==> src/rtl/rr_write_arbiter.sv <==
// Round-robin arbiter: NUM_WRITERS busy/request writers share one FIFO write port.
// Optional macro ARB_STATS_EN adds per-writer 16-bit saturating write counters (o_write_count).
module rr_write_arbiter #(
    parameter int NUM_WRITERS = 4,
    parameter int DATA_WIDTH  = 8,
    localparam int ID_W       = $clog2(NUM_WRITERS)
) (
    input  logic                              i_clk,
    input  logic                              i_reset_n,
    input  logic [NUM_WRITERS*DATA_WIDTH-1:0] i_data,
    input  logic [NUM_WRITERS-1:0]            i_req,
    input  logic                              i_full,
    output logic [NUM_WRITERS-1:0]            o_busy,
    output logic [DATA_WIDTH-1:0]             o_data,
    output logic                              o_we,
`ifdef ARB_STATS_EN
    output logic [NUM_WRITERS*16-1:0]         o_write_count,
`endif
    output logic [ID_W-1:0]                   o_grant_id
);

    typedef enum logic [1:0] {
        IDLE  = 2'd0,
        GRANT = 2'd1,
        WRITE = 2'd2
    } state_e;

    localparam logic [ID_W-1:0]        LAST_ID  = ID_W'(NUM_WRITERS - 1);
    localparam logic [NUM_WRITERS-1:0] ONE_HOT0 = NUM_WRITERS'(1);

    state_e                 state_q, state_d;
    logic [ID_W-1:0]        ptr_q, ptr_d;
    logic [ID_W-1:0]        grant_id_q, grant_id_d;
    logic [DATA_WIDTH-1:0]  data_q, data_d;
    logic [NUM_WRITERS-1:0] busy_q, busy_d;
    logic [NUM_WRITERS-1:0] elig_s;
    logic                   found_s;
    logic [ID_W-1:0]        pick_s;
    logic                   we_s;

    // Returns {found, index}: first eligible writer after ptr, wrapping at NUM_WRITERS.
    function automatic logic [ID_W:0] rr_pick(input logic [NUM_WRITERS-1:0] elig,
                                              input logic [ID_W-1:0]        ptr);
        logic            found;
        logic [ID_W-1:0] idx;
        logic [ID_W-1:0] cand;
        found = 1'b0;
        idx   = '0;
        cand  = ptr;
        for (int i = 0; i < NUM_WRITERS; i++) begin
            if (cand == LAST_ID) begin
                cand = '0;
            end else begin
                cand = cand + ID_W'(1);
            end
            if (!found && elig[cand]) begin
                found = 1'b1;
                idx   = cand;
            end else begin
                found = found;
            end
        end
        return {found, idx};
    endfunction

    // Eligible requests: the writer just served may still show a stale request while in WRITE.
    always_comb begin
        elig_s = i_req;
        if (state_q == WRITE) begin
            elig_s = i_req & ~(ONE_HOT0 << grant_id_q);
        end else begin
            elig_s = i_req;
        end
    end

    // Round-robin winner among eligible requests.
    always_comb begin
        {found_s, pick_s} = rr_pick(elig_s, ptr_q);
    end

    // Write strobe follows the registered state; FIFO full suppresses it in the same cycle.
    assign we_s = (state_q == WRITE) && !i_full;

    // Next-state and next-register logic for the IDLE/GRANT/WRITE controller.
    always_comb begin
        state_d    = state_q;
        ptr_d      = ptr_q;
        grant_id_d = grant_id_q;
        data_d     = data_q;
        busy_d     = '1;
        case (state_q)
            IDLE: begin
                if (found_s && !i_full) begin
                    state_d    = GRANT;
                    ptr_d      = pick_s;
                    grant_id_d = pick_s;
                    busy_d     = ~(ONE_HOT0 << pick_s);
                end else begin
                    state_d = IDLE;
                end
            end
            GRANT: begin
                data_d  = i_data[grant_id_q*DATA_WIDTH +: DATA_WIDTH];
                state_d = WRITE;
            end
            WRITE: begin
                if (i_full) begin
                    state_d = WRITE;
                end else if (found_s) begin
                    state_d    = GRANT;
                    ptr_d      = pick_s;
                    grant_id_d = pick_s;
                    busy_d     = ~(ONE_HOT0 << pick_s);
                end else begin
                    state_d = IDLE;
                end
            end
            default: begin
                state_d = IDLE;
            end
        endcase
    end

    // State and output registers; reset discards any captured word.
    always_ff @(posedge i_clk or negedge i_reset_n) begin
        if (!i_reset_n) begin
            state_q    <= IDLE;
            ptr_q      <= LAST_ID;
            grant_id_q <= '0;
            data_q     <= '0;
            busy_q     <= '1;
        end else begin
            state_q    <= state_d;
            ptr_q      <= ptr_d;
            grant_id_q <= grant_id_d;
            data_q     <= data_d;
            busy_q     <= busy_d;
        end
    end

    assign o_busy     = busy_q;
    assign o_data     = data_q;
    assign o_we       = we_s;
    assign o_grant_id = grant_id_q;

`ifdef ARB_STATS_EN
    for (genvar k = 0; k < NUM_WRITERS; k++) begin : g_cnt
        logic [15:0] cnt_q;

        // Saturating count of writes issued on behalf of writer k.
        always_ff @(posedge i_clk or negedge i_reset_n) begin
            if (!i_reset_n) begin
                cnt_q <= 16'h0000;
            end else if (we_s && (grant_id_q == ID_W'(k)) && (cnt_q != 16'hFFFF)) begin
                cnt_q <= cnt_q + 16'd1;
            end else begin
                cnt_q <= cnt_q;
            end
        end

        assign o_write_count[k*16 +: 16] = cnt_q;
    end
`endif

endmodule
==> config.mk <==
export PLATFORM = sky130hd
export DESIGN_NAME = rr_write_arbiter
export DESIGN_NICKNAME = d
export VERILOG_FILES = /design/src/rtl/rr_write_arbiter.sv
export SDC_FILE = /design/constraint.sdc
export NUM_CORES = 1
export LEC_CHECK = 0
export ABC_CLOCK_PERIOD_IN_PS = 3100
export BUFFER_PORTS_ARGS = -buffer_cell sky130_fd_sc_hd__buf_2
export CORE_ASPECT_RATIO = 0.8
export CORE_MARGIN = 1
export CORE_UTILIZATION = 49
export CTS_BUF_LIST = sky130_fd_sc_hd__clkbuf_16
export CTS_CLUSTER_SIZE = 12
export DETAILED_ROUTE_END_ITERATION = 16
export HOLD_SLACK_MARGIN = 0.02
export PLACE_DENSITY = 0.87
export SLEW_MARGIN = 20
export SYNTH_ARGS = -nofsm -noshare
export SYNTH_HDL_FRONTEND = slang
export SYNTH_SLANG_ARGS = --single-unit
==> constraint.sdc <==
create_clock -name i_clk -period 3.1 [get_ports i_clk]
set_clock_uncertainty 0.15 [all_clocks]
set_input_delay 0.93 -clock i_clk [delete_from_list [all_inputs] [get_ports i_clk]]
set_output_delay 0.93 -clock i_clk [all_outputs]
set_load 0.1 [all_outputs]
# Word level (Yosys, flattened, before mapping)
# Cells that the tools add are included.
[totals]
regBits = 18
latchBits = 0
ram_bits = 0
romBits = 0
in_bits = 39
n_memories = 0
[classes]
n_addsub = 4
n_mul = 0
div_mod_pow = 0
n_lt_le_gt_ge = 4
eq_ne = 9
n_shift = 3
n_mux = 33
bitwise_logic = 3
reduce_logical = 12
[op_table]
columns = ["op", "n"]
rows = [
  ["32-bit by 6-bit indexed part select with 8-bit output", 1],
  ["2-bit two-way mux", 12],
  ["4-bit two-way mux", 4],
  ["2-bit by 3-bit less-than comparator with 1-bit output (second input constant)", 4],
  ["2-bit == test (second input constant)", 5],
  ["1-bit two-way mux", 10],
  ["2-bit by 1-bit adder with 2-bit output (second input constant)", 4],
  ["1-bit binary-select mux with 2-bit select", 4],
  ["4-bit NOT", 2],
  ["4-bit case mux with 2 select lines", 1],
  ["1-bit by 2-bit left shift with 4-bit output (first input constant)", 2],
  ["2-bit != test (second input constant)", 3],
  ["2-bit case mux with 3 select lines", 1],
  ["1-bit logical AND", 5],
  ["4-bit AND", 1],
  ["1-bit logical NOT", 4],
  ["2-bit case mux with 2 select lines", 1],
  ["4-bit AND reduction", 1],
  ["2-bit by 1-bit == test with 1-bit output (second input constant)", 1],
  ["2-bit logical NOT", 1],
  ["2-bit nonzero test", 1],
]

# Logic depth before layout (Yosys ltp)
# Gate-level depths: netlist of the first run.
[depth]
word_depth = 21
mapped_depth = 7
depth_no_buf = 6

# Least setup slack after synthesis of the first run
# No wires, ideal clock.
[synth_timing]
kind = "in2out"
from = "in i_full"
to = "out o_we"
arrival_time_ns = 2.265
slack_ns = -0.245
cell_stages = 1
cell_sequence = "nor2b_1"
[synth_between]
elab_chain_len = 2
[synth_rtl]
columns = ["element", "line", "rtl"]
rows = [
  ["start, declared", "12", "input logic i_full,"],
  ["1-bit logical NOT", "82", "assign we_s = (state_q == WRITE) && !i_full;"],
  ["1-bit logical AND", "82", ""],
  ["end, declared", "15", "output logic o_we,"],
]
# No other way between the ends.

# Worst setup path in the final report of the first run
# Same ends and word-level chain as after synthesis.

==> results.yml, run 1 <==
floorplan:
  start_util: 0.528
  dieWidth_um: 56.4
  rows: 15
  die_h_um: 45.5
  dieArea_mm2: 0.00257
  core-area_mm2: 0.00220
  ios: 54
grt:
  grtUsageTotal: 0.243
  grt_max_degree: 19
  overflow: 0
  grt_pass1_wl_um: 4560
  grt_pass1_vias: 992
  antenna_found_initial: 0
critical_path:
  cp-start-kind: "primary input"
  setup.reg_to_reg.worst_slack_ns: 0.97
  critical_path_class: "primary input to output port"
  cp.required_ns: 2.02
  cp-end-kind: "output port"
  arrival_ns: 1.58
  path_max_fanout: 4
timing:
  timing.final.crit_share: 0.857
  slew_headroom: 0.461
  finalSetupViolations: 0
  setup_slack_ns: 0.445
  period_needed_ns: 2.66
  worst_slew_pin_slew_ns: 0.807
  maxSlewViolCount: 0
  holdWs_ns: 0.313
  rsz0062_at_grt: "no"
  fmaxAchievable_mhz: 377
  finalSetupTns_ns: 0
  finalHoldViolCount: 0
yosys:
  synth-seq-cells: 18
  synthesis.nets: 139
  synth_area_per_cell_um2: 11.7
  synth-main-ff-cell: "dfrtp_1"
  synth_most_common_cell: "dfrtp_1"
  postSynthCellCount: 99
  synth_edf_count: 0
  ys_top_cells_by_count: "dfrtp_1, nand2_1, mux2_2, mux4_2"
  synth_area_leaders: "dfrtp_1, mux4_2, dfstp_2"
  synth_warnings: 0
  netlist_area_mm2: 0.00116
  yosysUniqueCellTypes: 39
  synth_top_area_share: 0.259
  synth.largest_area_cell: "dfrtp_1"
  seq_area_frac_synth: 0.395
  async_flop_share: 1.00
layout:
  antenna_cells: 0
  utilization: 0.697
  regArea_um2: 458
  layout-drive-gt1-share: 0.562
  multiInputGateArea_um2: 671
  fillers: 158
  nets: 194
  synthToLayoutAreaGrowth_pct: 31.9
  final_area_mm2: 0.00153
clock_tree:
  clock_latency_ns: 0.25
  postCtsResizedCells: 0
  cts_max_path_buffers: 2
  cts_buffers: 3
  cts_htree_levels: 1
  post-cts-setup-buffer-count: 0
  clockRootBuffer: "clkbuf_16"
  cts_tree: "built"
  cts.clk_slew.worst_paths_ns: 0.05
  hold_buffers: 0
  cts_sinks: 18
min_path:
  hp-class: "register to register"
route:
  vias: 1029
  wirelength_um: 2710
  drt_iter0_drc: 26
  routedWlPerCell_um: 15.2
  drc: 0
  via_per_inst: 5.78
  dr.pass1.iters: 4
  ant_nets: 0
pwr:
  p_per_area_mw_per_mm2: 1230
  ir_drop_uv: 1070
  p_leak_nw: 0.714
place:
  place_area_mm2: 0.00145
  port_buffers: 53
  gp_congestion: 0.853
  hpwl_um: 2160
  post-place-ws_ns: 0.444
run_status:
  outcome: "completed"
job:
  max_cap_violations: 0
-- sequential cells by signal, indices dropped and copies added, names as in the netlist --
| register | cells |
|---|---|
| o_busy | 4 |
| o_data | 8 |
| o_grant_id | 2 |
| ptr_q | 2 |
| state_q | 2 |
-- critical path, stage by stage --
cell and delay, ns:
buf_2 0.13, nor2b_2 0.09, buf_2 0.42
-- through the flow --
step	instances	total power [mW]
final	178	1.87
after global routing	178	1.97
after CTS	178	1.89
after detailed placement	174	1.62
after global placement	174	1.60
after floorplan	99	1.42
-- cell type report --
type / count / share of cell area
Tap cell: 25 / 0.0204
Sequential cell: 18 / 0.299
Timing Repair Buffer: 55 / 0.183
Clock inverter: 1 / 0.00245
Multi-Input combinational cell: 73 / 0.438
Clock buffer: 3 / 0.0491
Inverter: 3 / 0.00736
-- cells in the final DEF, fill, tap and decap left out, types with 2 or more instances in the layout --
cell type   n
nand2_1    11
a21oi_1     4
nor2_1      6
nor3b_1     3
mux2_2      8
buf_4       2
nand2b_1    3
nor2b_1     2
mux4_2      8
o21bai_1    2
inv_1       3
dfstp_2     6
clkbuf_16   3
dfrtp_1    12
o21ai_0     2
buf_2      53
-- cell families after synthesis --
| kind of cell | count (synthesis) | share of synthesized area |
|---|---|---|
| compound gates | 22 | 0.145 |
| fa+ha+maj | 1 | 0.0108 |
| buf+inv | 8 | 0.0291 |
| flops | 18 | 0.395 |
| mux | 17 | 0.246 |
| simple gates | 33 | 0.175 |
-- report_power, final --
| part | total, mW | leakage, nW | switching (mW) | internal [mW] |
|---|---|---|---|---|
| combinational | 1.19 | 0.464 | 0.857 | 0.331 |
| sequential | 0.433 | 0.208 | 0.0840 | 0.349 |
| clock | 0.255 | 0.0423 | 0.0836 | 0.171 |
-- routing by layer --
layer	GRT usage	share of wire	up-vias
met2	0.412	0.52	32
met1	0.314	0.42	504
met4	0.0634	0.0078	0
met3	0.0710	0.051	4
li1	-	-	489
met5	0	0	-
-- worst paths after layout --
check | from | to | depth (start not counted)
max in group asynchronous | i_reset_n | o_busy[0]$_DFF_PN1_ | 1
setup / recovery | i_full | o_we | 3
setup reg to reg | o_grant_id[0]$_DFFE_PN0P_ | o_busy[3]$_DFF_PN1_ | 4
min in group asynchronous | i_reset_n | o_grant_id[1]$_DFFE_PN0P_ | 1
hold / removal | ptr_q[1]$_DFFE_PN1P_ | ptr_q[1]$_DFFE_PN1P_ | 2
hold reg to reg | ptr_q[1]$_DFFE_PN1P_ | ptr_q[1]$_DFFE_PN1P_ | 2
No activity file was read; power rests on OpenSTA's default activity.
==> inputs of run 2 (changes only) <==
--- a/config.mk
+++ b/config.mk
@@ -15,6 +15,7 @@
 export DETAILED_ROUTE_END_ITERATION = 16
 export HOLD_SLACK_MARGIN = 0.02
 export PLACE_DENSITY = 0.87
+export REMOVE_ABC_BUFFERS = 1
 export SLEW_MARGIN = 20
 export SYNTH_ARGS = -nofsm -noshare
 export SYNTH_HDL_FRONTEND = slang
==> run 2 against run 1 <==
Net effect: total power about the same; global-route usage fell by 0.80 points; register-to-register slack improved by 0.04 ns; worst setup slack got worse by 0.016 ns; final cell count unchanged; largest cell class unchanged; highest routed layer unchanged.
==> results.yml, run 2 (synthesis gave the netlist of run 1 again) <==
critical_path:
  arrival_ns: 1.59
  crit_family: "buffers and inverters"
  critPathLaunch: "i_full"
  cp_num_cells: 3
  cp_slowest_stage_delay_ns: 0.43
  r2r-start: "o_grant_id[1]$_DFFE_PN0P_"
  cp.buffers_inverters: 2
  rr_worst_depth: 4
  critical_path_class: "primary input to output port"
  endpoint: "o_we"
  crit_top_cell: "buf_2"
  setup.reg_to_reg.worst_slack_ns: 1.01
  path_max_fanout: 4
  cp-start-kind: "primary input"
  reg2reg_to: "o_busy[3]$_DFF_PN1_"
  slowest_stage: "buf_2"
  cp-end-kind: "output port"
  path_cells: "buf_2, nor2b_1, buf_2"
  cp.required_ns: 2.02
grt:
  grtUsageTotal: 0.235
  grt_max_degree: 19
  antenna_found_initial: 0
  grt_pass1_wl_um: 4320
  overflow: 0
  grt_pass1_vias: 920
min_path:
  hp-class: "register to register"
place:
  gp_congestion: 0.910
  hpwl_um: 2110
  post-place-ws_ns: 0.440
  placed_cells: 174
  port_buffers: 53
route:
  vias: 1024
  ant_nets: 0
  via_per_inst: 5.75
  drt_iter0_drc: 23
  drc: 0
  dr.pass1.iters: 4
  wirelength_um: 2670
  routedWlPerCell_um: 15.0
clock_tree:
  hold_buffers: 0
  cts_max_path_buffers: 2
  cts_htree_levels: 1
  clock_latency_ns: 0.25
  cts_tree: "built"
  post-cts-setup-buffer-count: 0
  cts.clk_slew.worst_paths_ns: 0.05
  clockRootBuffer: "clkbuf_16"
  cts_buffers: 3
  postCtsResizedCells: 0
  cts_sinks: 18
layout:
  utilization: 0.696
  nets: 194
  mostFrequentLayoutCells: "buf_2, dfrtp_1, nand2_1"
  layout_commonest_cell: "buf_2"
  antenna_cells: 0
  layout-drive-gt1-share: 0.556
  synthToLayoutAreaGrowth_pct: 31.7
  fin_cells: 178
  largest_reg_flops: 8
  fillers: 158
floorplan:
  ios: 54
  core-area_mm2: 0.00220
  rows: 15
  dieWidth_um: 56.4
  die_h_um: 45.5
  start_util: 0.528
  dieArea_mm2: 0.00257
pwr:
  p_per_area_mw_per_mm2: 1230
  p_comb_frac: 0.632
  ir_drop_uv: 1040
  p_total_mw: 1.88
  p_sw_frac: 0.547
  clock_power_share: 0.139
  p_leak_nw: 0.710
  switchingPower_mw: 1.03
  power.internal_uw: 850
  power_frac_seq: 0.229
timing:
  maxSlewViolCount: 0
  period_needed_ns: 2.67
  rsz0062_at_grt: "no"
  finalHoldViolCount: 0
  slew_headroom: 0.437
  timing.final.crit_share: 0.862
  worst_slew_pin_slew_ns: 0.843
  setup_slack_ns: 0.429
  finalSetupTns_ns: 0
  fmaxAchievable_mhz: 374
  finalSetupViolations: 0
job:
  max_cap_violations: 0
run_status:
  outcome: "completed"
## run 2: cell count changes in the layout (fill, tap and decap cells not counted), sizes merged
| cell | previous run | this run |
|---|---|---|
| inv | 4 | 3 |
| clkinv | 0 | 1 |
## run 2: tightest hold or removal path, cell delays in order, from the launching register on
cell     delay (ns)
dfstp_2        0.37
nand2_1        0.05
nand2_1        0.05
## run 2: worst min-delay path by stage
stage,slack (ns),depth (start not counted),end,start
CTS,0.32,2,ptr_q[1]$_DFFE_PN1P_,ptr_q[1]$_DFFE_PN1P_
finish,0.31,2,ptr_q[1]$_DFFE_PN1P_,ptr_q[1]$_DFFE_PN1P_
detailed placement,0.31,2,ptr_q[1]$_DFFE_PN1P_,ptr_q[1]$_DFFE_PN1P_
global route,0.32,2,ptr_q[1]$_DFFE_PN1P_,ptr_q[1]$_DFFE_PN1P_
floorplan,0.29,2,ptr_q[1]$_DFFE_PN1P_,ptr_q[1]$_DFFE_PN1P_
global placement,0.30,2,ptr_q[1]$_DFFE_PN1P_,ptr_q[1]$_DFFE_PN1P_
## run 2: layout make-up
cell class,instances,area (µm²),area share
clock buffer,3,75.1,0.0491
clock inverter,1,3.75,0.00246
inverter,3,11.3,0.00737
multi-input combinational,73,668,0.437
sequential,18,458,0.300
tap,25,31.3,0.0205
timing repair buffer,55,280,0.183
## run 2: metal layers
| layer | share of wire | wire, µm | vias up | track usage |
|---|---|---|---|---|
| li1 | - | - | 483 | - |
| met1 | 0.39 | 1050 | 495 | 0.294 |
| met2 | 0.53 | 1410 | 40 | 0.364 |
| met3 | 0.061 | 162 | 6 | 0.0852 |
| met4 | 0.018 | 49 | 0 | 0.127 |
| met5 | 0 | 0 | - | 0 |
## run 2: metrics by stage
step	area, µm²	hold WS, ns
after global placement	1450	0.303
after detailed placement	1450	0.306
after CTS	1530	0.318
after global routing	1530	0.323
after floorplan	1140	0.291
final	1530	0.315
## run 2: power groups by stage
stage / Sequential, mW / Combinational [mW] / Clock (mW)
final: 0.429 / 1.19 / 0.261
after detailed placement: 0.432 / 1.19 / 0
after global placement: 0.430 / 1.16 / 0
after CTS: 0.429 / 1.19 / 0.263
after floorplan: 1.04 / 0.368 / 0
after global routing: 0.447 / 1.24 / 0.277
==> inputs of run 3 (changes only) <==
--- a/config.mk
+++ b/config.mk
@@ -5,16 +5,16 @@
 export SDC_FILE = /design/constraint.sdc
 export NUM_CORES = 1
 export LEC_CHECK = 0
-export ABC_CLOCK_PERIOD_IN_PS = 3100
+export ABC_CLOCK_PERIOD_IN_PS = 2200
 export BUFFER_PORTS_ARGS = -buffer_cell sky130_fd_sc_hd__buf_2
 export CORE_ASPECT_RATIO = 0.8
 export CORE_MARGIN = 1
-export CORE_UTILIZATION = 49
+export CORE_UTILIZATION = 41
 export CTS_BUF_LIST = sky130_fd_sc_hd__clkbuf_16
 export CTS_CLUSTER_SIZE = 12
 export DETAILED_ROUTE_END_ITERATION = 16
 export HOLD_SLACK_MARGIN = 0.02
-export PLACE_DENSITY = 0.87
+export PLACE_DENSITY = 0.79
 export REMOVE_ABC_BUFFERS = 1
 export SLEW_MARGIN = 20
 export SYNTH_ARGS = -nofsm -noshare
==> constraint.sdc (replaced) <==
create_clock -name i_clk -period 2.2 [get_ports i_clk]
set_clock_uncertainty 0.15 [all_clocks]
set_input_delay 0.66 -clock i_clk [delete_from_list [all_inputs] [get_ports i_clk]]
set_output_delay 0.66 -clock i_clk [all_outputs]
set_load 0.1 [all_outputs]
==> run 3 against run 2 <==
Net effect: non-clock buffer count grew 4; via count rose by 1.6%; hold slack got worse by 0.14 ns; die area is 19% higher; global-route usage shrank 0.95 points; sequential power is 42% higher; core utilization fell by 6.1 points.
==> results.yml, run 3 (synthesis gave the netlist of run 1 again) <==
floorplan:
  die_h_um: 49.6
  rows: 16
  dieArea_mm2: 0.00305
  dieWidth_um: 61.5
  core-area_mm2: 0.00256
  ios: 54
  start_util: 0.453
layout:
  mostFrequentLayoutCells: "buf_2, nand2_1, dfrtp_1"
  nets: 198
  antenna_cells: 0
  largest_reg_flops: 8
  utilization: 0.634
  layout_commonest_cell: "buf_2"
  synthToLayoutAreaGrowth_pct: 40.1
  final_area_mm2: 0.00163
  layout-drive-gt1-share: 0.599
  fin_cells: 193
  fillers: 243
route:
  via_per_inst: 5.39
  wirelength_um: 2940
  vias: 1040
  drc: 0
  ant_nets: 0
  routedWlPerCell_um: 15.2
  dr.pass1.iters: 4
  drt_iter0_drc: 24
pwr:
  p_leak_nw: 0.739
  power.internal_mw: 1.29
  p_sw_frac: 0.534
  p_per_area_mw_per_mm2: 1700
  clock_power_share: 0.130
  ir_drop_uv: 809
  switchingPower_mw: 1.48
  power_frac_seq: 0.221
  p_comb_frac: 0.649
critical_path:
  slowest_stage: "dfrtp_2"
  crit_top_cell: "nor2b_2"
  cp-end-kind: "output port"
  cp.required_ns: 1.39
  setup.reg_to_reg.worst_slack_ns: 0.20
  path_cells: "nor2b_2, nor2b_2, buf_12"
  critical_path_class: "register to output port"
  cp-start-kind: "register"
  arrival_ns: 1.31
  cp_slowest_stage_delay_ns: 0.48
  path_max_fanout: 10
timing:
  finalHoldViolCount: 0
  finalSetupTns_ns: 0
  fmaxAchievable_mhz: 471
  maxSlewViolCount: 0
  setup_slack_ns: 0.0777
  timing.final.crit_share: 0.965
  slew_headroom: 0.675
  finalSetupViolations: 0
  worst_slew_pin_slew_ns: 0.491
  rsz0062_at_grt: "no"
  period_needed_ns: 2.12
grt:
  grtUsageTotal: 0.225
  grt_pass1_vias: 1089
  overflow: 0
  grt_pass1_wl_um: 4950
  antenna_found_initial: 0
  grt_max_degree: 19
clock_tree:
  cts_max_path_buffers: 2
  clockRootBuffer: "clkbuf_16"
  cts.clk_slew.worst_paths_ns: 0.05
  cts_sinks: 18
  cts_htree_levels: 1
  cts_buffers: 3
  clock_latency_ns: 0.25
  cts_tree: "built"
  post-cts-setup-buffer-count: 0
place:
  port_buffers: 53
  post-place-ws_ns: 0.0657
  placed_cells: 189
  gp_congestion: 0.790
  place_area_mm2: 0.00154
  hpwl_um: 2400
run_status:
  outcome: "completed"
job:
  max_cap_violations: 0
min_path:
  hp-class: "primary input to asynchronous set/reset pin"
run 3: changes by cell type in the layout (fill, tap and decap cells not counted):
cell	change
dfrtp_1	-3
nor2b_2	+2
buf_4	+4
buf_12	+3
dfrtp_2	+3
nor2b_1	-2
buf_2	-3
run 3: final timing paths:
path | from | end | cells after the start
worst max register to register | ptr_q[0]$_DFFE_PN1P_ | o_busy[3]$_DFF_PN1_ | 5
worst max-delay path | state_q[0]$_DFF_PN0_ | o_we | 3
worst min-delay path | i_reset_n | o_data[4]$_DFFE_PN0N_ | 1
max in group asynchronous | i_reset_n | o_busy[2]$_DFF_PN1_ | 1
worst min register to register | ptr_q[1]$_DFFE_PN1P_ | ptr_q[1]$_DFFE_PN1P_ | 2
min in group i_clk | ptr_q[1]$_DFFE_PN1P_ | ptr_q[1]$_DFFE_PN1P_ | 2
run 3: cell type report:
cell class / count / area, µm² / area share
Clock buffer: 3 / 75.1 / 0.0462
Inverter: 3 / 11.3 / 0.00693
Tap cell: 36 / 45.0 / 0.0277
Multi-Input combinational cell: 73 / 673 / 0.414
Clock inverter: 1 / 3.75 / 0.00231
Sequential cell: 18 / 462 / 0.284
Timing Repair Buffer: 59 / 355 / 0.219
run 3: power by group through the flow:
stage | Sequential (mW) | Clock (mW) | Combinational, mW
final | 0.611 | 0.358 | 1.80
after global placement | 0.598 | 0 | 1.77
after floorplan | 1.47 | 0 | 0.518
after detailed placement | 0.611 | 0 | 1.80
after global routing | 0.633 | 0.384 | 1.89
after CTS | 0.610 | 0.366 | 1.81
run 3: per-stage QoR:
step / total power [mW] / hold slack (ns)
6_report: 2.77 / 0.175
5_1_grt: 2.91 / 0.204
4_1_cts: 2.79 / 0.184
3_5_place_dp: 2.41 / 0.317
3_3_place_gp: 2.37 / 0.318
2_1_floorplan: 1.99 / 0.214
run 3: metal layers:
layer / up-vias / track usage / wire (µm)
met2: 34 / 0.373 / 1640
met5: - / 0 / 0
met4: 0 / 0.0926 / 17
met1: 511 / 0.279 / 1180
li1: 491 / - / -
met3: 4 / 0.0525 / 113
run 3: worst max-delay path: cells and delay by family (launching register included):
kind,cells,cell delay [ns]
and+or+nand+nor,2,0.39
buffers and inverters,1,0.19
DFF,1,0.48
run 3: what timing repair did:
action | CTS | global route
endpoints found under the setup margin | 1 | 4
gates cloned | 0 | 0
hold buffers | 0 | 0
gates resized for setup | 2 | 3
pin swaps | 0 | 0
